===== config.mk =====
export PLATFORM = sky130hd
export DESIGN_NAME = envelope_vca
export DESIGN_NICKNAME = d
export VERILOG_FILES = /design/src/rtl/synth_pkg.sv /design/src/rtl/vca_scale.sv /design/src/rtl/envelope_vca.sv
export SDC_FILE = /design/constraint.sdc
export NUM_CORES = 1
export LEC_CHECK = 0
export ABC_AREA = 1
export ABC_CLOCK_PERIOD_IN_PS = 13070
export CAP_MARGIN = 20
export CORE_ASPECT_RATIO = 0.5
export CORE_MARGIN = 2
export CORE_UTILIZATION = 37
export CTS_BUF_LIST = sky130_fd_sc_hd__clkbuf_8
export DETAILED_ROUTE_END_ITERATION = 8
export GPL_ROUTABILITY_DRIVEN = 0
export HOLD_SLACK_MARGIN = 0.1
export SYNTH_ARGS = -nofsm -noshare
export SYNTH_HDL_FRONTEND = slang
export SYNTH_HIERARCHICAL = 1
export SYNTH_SLANG_ARGS = --single-unit

===== constraint.sdc =====
create_clock -name clk -period 13.07 [get_ports clk]
set_clock_uncertainty 0.1 [all_clocks]
set_input_delay 1.9605 -clock clk [delete_from_list [all_inputs] [get_ports clk]]
set_output_delay 1.9605 -clock clk [all_outputs]
set_load 0.03 [all_outputs]

===== src/rtl/synth_pkg.sv =====
// rtl/synth_pkg.sv - shared envelope state encodings and PCM constants
package synth_pkg;

   typedef enum logic [2:0] {
      IDLE    = 3'd0,
      ATTACK  = 3'd1,
      DECAY   = 3'd2,
      SUSTAIN = 3'd3,
      RELEASE = 3'd4
   } env_state_t;

   localparam logic [15:0] PCM_MID   = 16'h8000;
   localparam logic [15:0] LEVEL_MAX = 16'hFFFF;

endpackage


===== src/rtl/vca_scale.sv =====
// rtl/vca_scale.sv - two-stage signed multiply of offset-binary PCM by envelope level
module vca_scale
   import synth_pkg::*;
(
   input  logic        clk,
   input  logic        rst_n,
   input  logic [15:0] pcm_in,
   input  logic [15:0] level,
   output logic [15:0] pcm_out
);

   logic signed [15:0] sample;
   logic signed [31:0] sample_ext;
   logic signed [31:0] level_ext;
   logic signed [31:0] prod;

   // |sample * level| < 2^31, so 32 signed bits hold the full product
   assign sample     = $signed(pcm_in - PCM_MID);
   assign sample_ext = {{16{sample[15]}}, sample};
   assign level_ext  = $signed({16'b0, level});

   always_ff @(posedge clk or negedge rst_n) begin
      if (!rst_n) begin
         prod    <= '0;
         pcm_out <= PCM_MID;
      end else begin
         prod    <= sample_ext * level_ext;
         pcm_out <= PCM_MID + prod[31:16];
      end
   end

endmodule


===== src/rtl/envelope_vca.sv =====
// rtl/envelope_vca.sv - per-voice linear ADSR envelope driving an amplitude stage
module envelope_vca
   import synth_pkg::*;
#(
   parameter int TICK_BITS = 10,
   parameter int LEVEL_W   = 16
) (
   input  logic               clk,
   input  logic               rst_n,
   input  logic               gate,
   input  logic [LEVEL_W-1:0] attack_rate,
   input  logic [LEVEL_W-1:0] decay_rate,
   input  logic [LEVEL_W-1:0] sustain_level,
   input  logic [LEVEL_W-1:0] release_rate,
   input  logic [15:0]        pcm_in,
   output logic [15:0]        pcm_out,
   output logic [LEVEL_W-1:0] env_level,
   output logic [2:0]         env_state,
   output logic               active
);

   logic [TICK_BITS-1:0] tick_cnt;
   logic                 tick;
   logic                 gate_q;
   logic                 rise;
   logic                 fall;
   env_state_t           state;
   env_state_t           state_n;
   logic [LEVEL_W-1:0]   level;
   logic [LEVEL_W-1:0]   level_n;
   logic [LEVEL_W:0]     att_sum;
   logic [LEVEL_W:0]     dec_thr;

   assign tick    = &tick_cnt;
   assign rise    = gate & ~gate_q;
   assign fall    = ~gate & gate_q;
   assign att_sum = {1'b0, level} + {1'b0, attack_rate};
   assign dec_thr = {1'b0, sustain_level} + {1'b0, decay_rate};

   always_ff @(posedge clk or negedge rst_n) begin
      if (!rst_n) begin
         tick_cnt <= '0;
         gate_q   <= 1'b0;
         state    <= IDLE;
         level    <= '0;
      end else begin
         tick_cnt <= tick_cnt + 1'b1;
         gate_q   <= gate;
         state    <= state_n;
         level    <= level_n;
      end
   end

   // Edges win over a coincident tick; a retrigger keeps the current level
   always_comb begin
      state_n = state;
      level_n = level;
      if (rise) begin
         state_n = ATTACK;
      end else if (fall) begin
         if (state == ATTACK || state == DECAY || state == SUSTAIN)
            state_n = RELEASE;
      end else if (tick) begin
         case (state)
            ATTACK: begin
               if (att_sum >= {1'b0, LEVEL_MAX}) begin
                  level_n = LEVEL_MAX;
                  state_n = DECAY;
               end else begin
                  level_n = att_sum[LEVEL_W-1:0];
               end
            end
            DECAY: begin
               if ({1'b0, level} <= dec_thr) begin
                  level_n = sustain_level;
                  state_n = SUSTAIN;
               end else begin
                  level_n = level - decay_rate;
               end
            end
            SUSTAIN: level_n = sustain_level;
            RELEASE: begin
               if (level <= release_rate) begin
                  level_n = '0;
                  state_n = IDLE;
               end else begin
                  level_n = level - release_rate;
               end
            end
            default: level_n = '0;
         endcase
      end
   end

   always_comb begin
      env_state = state;
      env_level = level;
      active    = (state != IDLE);
   end

   vca_scale u_scale (
      .clk     (clk),
      .rst_n   (rst_n),
      .pcm_in  (pcm_in),
      .level   (level),
      .pcm_out (pcm_out)
   );

endmodule


After elaboration in Yosys (flattened, before gate mapping):

Cells that the tools add are included.

* register bits after elaboration: 78
* bits of input ports: 83
* output and inout bits: 36
* word-level logic and storage cells: 51

* add/subtract/negate cells: 7
* $mul: 1
* $lt $le $gt $ge: 3
* equal/unequal tests: 8
* multiplexer cells: 12
* bitwise gates (word level): 6
* reduce and logical (&&, ||, !) cells: 8

Operator list (count)
* 16-bit one-hot mux with 4 select lines: 1
* 16-bit two-way mux: 3
* 16-bit by 16-bit adder with 17-bit output: 2
* 16-bit by 17-bit multiplier with 32-bit output: 1
* 16-bit subtractor: 2
* 3-bit two-way mux: 7
* 17-bit by 16-bit greater-or-equal comparator with 1-bit output, second input constant: 1
* 16-bit by 17-bit less-or-equal comparator with 1-bit output: 1
* 16-bit adder, first input constant: 1
* 16-bit less-or-equal comparator: 1
* 16-bit subtractor, second input constant: 1
* 12-bit AND reduction: 1
* 10-bit by 1-bit adder with 10-bit output, second input constant: 1
* 10-bit AND reduction: 1
* 3-bit one-hot mux with 3 select lines: 1
* 4-bit by 3-bit != test with 1-bit output, second input constant: 2
* 3-bit by 2-bit == test with 1-bit output, second input constant: 2
* 6-bit AND reduction: 1
* 3-bit nonzero test: 2
* 5-bit nonzero test: 1
* 4-bit != test, second input constant: 1
* 1-bit inverter: 4
* 3-bit by 1-bit == test with 1-bit output, second input constant: 1
* 3-bit == test, second input constant: 1
* 3 further kinds: 5

Depth between registers and ports, before layout:

* word-level depth: 7
* depth in mapped cells: 27
* gate-level depth less buffers: 26

By module:

The synthesis kept the hierarchy.

By module, submodules not included
* vca_scale: times used 1, cells each 1297, area each 9910.8 µm²
* envelope_vca: times used 1, cells each 957, area each 5861.9 µm²

Least setup slack after synthesis:

No wires, ideal clock.

* path type: input to register
* from: input pcm_in[7]
* to: register u_scale.prod[25]
* setup time: 0.117 ns
* arrival time: 6.757 ns
* setup slack: 6.097 ns
* cell stages on the path: 22
* buffers on the path: 2
* cell sequence: clkbuf_1 -> clkbuf_1 -> nand2_1 -> fa_1 -> inv_1 -> fa_1 -> inv_1 -> fa_1 -> inv_1 -> fa_1 -> fa_1 -> inv_1 -> fa_1 -> inv_1 -> ha_1 -> nand2_1 -> nor2_1 -> inv_1 -> nor4_1 -> nand2_1 -> nand3_1 -> nand2_1

* word-level cells in the longest chain between the ends: 2

Ends and longest elaborated chain
* start, declared: line envelope_vca.sv:15 `input logic [15:0] pcm_in,`
* 16-bit subtractor: line vca_scale.sv:18 `assign sample = $signed(pcm_in - PCM_MID);`
* 16-bit by 17-bit multiplier with 32-bit output: line vca_scale.sv:27 `prod <= sample_ext * level_ext;`
* end signal, assigned: line vca_scale.sv:27
* end, declared: line vca_scale.sv:15 `logic signed [31:0] prod;`

Every way passes these cells.
A chain may end at the register's enable or synchronous reset.

Worst setup path in the final report:

* from: input pcm_in[7]
* to: register u_scale.prod[29]

The elaborated chain is that of the path after synthesis.

==> out/metrics.cfg <==
[routing]
drcViolationCount=0
drt-total-wl_um=46000
drtAntennaViolNets=0
drt_iter0_markers=927
num_vias=14102
post_drt_wl_per_cell_um=15.7
vias_per_cell=4.83
drt-pass1-iter-count=7

[clock_tree]
root_buffer=clkbuf_8
tritoncts=built
htreeDepth=3
clock_path_buffers=2
cts_setup_buffers=0
hold_buffers=0
post_cts_resized=0
cts_buffers=9
cts_sinks=62
clk_latency_ns=0.41
clk_pin_slew_ns=0.07

[worst_setup_path]
r2r_cells=20
cp_max_fo=16
path_class=primary input to flop
critPathArrivalTime_ns=7.82
reg2reg_slack_ns=6.96
cpPeakStageDelay_ns=0.99
rr_startpoint=env_level[15]
cp_cell_sequence=clkdlybuf4s50_1 -> nand2_1 -> fa_1 -> inv_1 -> fa_1 -> inv_1 -> fa_1 -> inv_1 -> fa_1 -> fa_1 -> inv_1 -> fa_1 -> inv_1 -> ha_1 -> nand2_1 -> nor2_1 -> inv_1 -> nor4_1 -> nand2_1 -> nand3_1 -> nand2_1
critPathSlowestCell=clkdlybuf4s50_1
reg2reg_to=u_scale/prod[29]
cp-start-kind=primary input
endpoint_kind=flop
crit_required_ns=13.26

[job]
drv_cap=0

[synth]
synth_flop_cell=dfrtp_1
yosysTopAreaCell=fa_1
ys_ff_latch=62
synth_area_per_cell_um2=7.00
synth_area_um2=15800
synth.distinct_cells=44
synthTopCellsByArea=fa_1 25%, ha_1 16%, nand2_1 15%
synthesis.nets=2730
synth_edf_count=0
synthCells=2254
yosys.area.top_type_share_pct=25.0
synth-seq-area-share_pct=9.84
yosysWarnings=6
synthArstFlopShare_pct=100

[hold_path]
whs_endpoint=u_scale/pcm_out[15]
hp-start=u_scale/prod[31]
hold_path_class=flop to flop
min_delay_path_depth=1

[place]
dp.cells=2904
hpwl_um=36700
port_buffers=118

[floorplanning]
core_um2=42000
die_h_um=150
die-area_um2=44400
die_x_um=296
num_rows=53
io-pin-count=119
initial_core_util_pct=37.5

[power_and_ir_drop]
ir_drop_mv=0.0411
leakage_nw=10.3
power.density_nw_per_um2=39.9

[timing]
fin_crit_ns=7.63
hold_viol=0
rsz0062_at_grt=false
fin_crit_sh_pct=58.4
slew_headroom_pct=34.9
fin_tns_setup_ns=0
worst_pin_slew_ns=0.972
setup_viol=0
timing.fmax_mhz=131
slew_violations=0

[global_route]
grt_max_degree=63
track_usage_pct=21.6
grt.overflow.total=0
antenna_found_initial=0
grt_pass1_wl_um=75000
grt_pass1_vias=14310

[layout]
drive_gt1_share_pct=3.29
multi_input_area_um2=11900
antenna_cells=0
nNetsFinal=2815
syn2layout_area_growth_pct=12.4
ff_latch_area_um2=1550
fill_cells=4451
fin_cells=2920

[status]
status=completed

-- cell type report --
class | count | area share (%)
clock buffers | 10 | 0.777
clock inverters | 5 | 0.282
inverters | 539 | 11.4
multi-input cells | 1590 | 67.2
flip-flops and latches | 62 | 8.76
well taps | 577 | 4.07
repair buffers | 137 | 7.46
-- power breakdown --
part | switching [mW] | internal (mW) | leakage [nW]
Clock | 0.0918 | 0.0908 | 0.102
Sequential | 0.0118 | 0.202 | 0.771
Combinational | 0.192 | 0.118 | 9.45
-- worst max-delay path: cells and delay by family --
| family | cells | cell delay, ns |
|---|---|---|
| buffers and inverters | 7 | 1.36 |
| adder cells (fa/ha/maj) | 7 | 3.35 |
| AND/OR/NAND/NOR | 7 | 1.11 |
-- synth_stat cells (all sizes together) (2+ instances only) --
master	count
a21o	10
xnor2	24
inv	539
dfrtp	61
fa	197
o211ai	2
nand2	632
or2	9
clkbuf	53
a21oi	97
ha	196
nor4	5
o21ai	50
nor3	28
o22ai	8
a31oi	4
nor2	123
nand3b	13
a211oi	3
xor2	28
buf	10
nand4	18
nor3b	2
o21bai	4
nand3	132
-- worst max-delay path by stage --
stage | start | end | slack [ns] | cells after the start
floorplan | pcm_in[7] | u_scale/prod[25] | 6.10 | 22
global placement | pcm_in[1] | u_scale/prod[29] | 5.08 | 20
detailed placement | pcm_in[7] | u_scale/prod[31] | 5.09 | 20
CTS | pcm_in[7] | u_scale/prod[31] | 5.49 | 20
global route | pcm_in[7] | u_scale/prod[29] | 5.16 | 20
finish | pcm_in[7] | u_scale/prod[29] | 5.44 | 21
-- through the flow --
stage / hold slack, ns / total power [mW] / util (%) / setup WS, ns / area, um2
2_1_floorplan: 0.231 / 0.415 / - / 6.10 / 15800
3_5_place_dp: 0.235 / 0.521 / 41.7 / 5.09 / 17500
6_report: 0.253 / 0.707 / 42.2 / 5.44 / 17700
5_1_grt: 0.272 / 0.754 / 42.2 / 5.16 / 17700
3_3_place_gp: 0.235 / 0.521 / 41.7 / 5.08 / 17500
4_1_cts: 0.264 / 0.707 / 42.1 / 5.49 / 17700
-- state kept, by name (all words and copies together) (netlist names) --
name / count
u_scale/prod: 16
u_scale/pcm_out: 16
env_level: 16
env_state: 3
gate_q: 1
tick_cnt: 10
-- routing by layer --
metal | wire length, um | global-route usage, % | share of wire (%) | vias to the layer above
met4 | 1190 | 6.19 | 2.6 | 0
li1 | - | - | - | 6994
met5 | 0 | 0 | 0 | -
met3 | 2670 | 3.40 | 5.8 | 59
met1 | 21500 | 29.6 | 47 | 6688
met2 | 20700 | 35.4 | 45 | 361
-- cell usage in the layout (no fill, tap or decap), types with 4 or more instances in the layout --
| master | Yosys | layout |
|---|---|---|
| a21o_1 | 10 | 10 |
| a21oi_1 | 94 | 94 |
| a31oi_1 | 4 | 4 |
| buf_4 | 1 | 18 |
| clkbuf_8 | 0 | 10 |
| clkdlybuf4s50_1 | 0 | 117 |
| clkinv_2 | 0 | 4 |
| dfrtp_1 | 61 | 61 |
| fa_1 | 197 | 197 |
| ha_1 | 196 | 196 |
| inv_1 | 536 | 536 |
| nand2_1 | 622 | 622 |
| nand2_2 | 9 | 9 |
| nand3_1 | 129 | 129 |
| nand3b_1 | 13 | 13 |
| nand4_1 | 16 | 16 |
| nor2_1 | 120 | 120 |
| nor3_1 | 25 | 25 |
| nor4_1 | 5 | 5 |
| o21ai_0 | 28 | 28 |
| o21ai_1 | 17 | 17 |
| o21ai_2 | 5 | 5 |
| o21bai_1 | 4 | 4 |
| o22ai_1 | 8 | 8 |
| or2_2 | 9 | 9 |
| xnor2_1 | 24 | 24 |
| xor2_1 | 28 | 28 |
-- kinds of logic after synthesis --
kind of cell	share of synthesized area, %
fa+ha+maj	40.6
compound gates	6.50
simple gates	25.6
xor+xnor	2.89
flops	9.84
buf+inv	14.6
No activity file was read; power rests on OpenSTA's default activity.
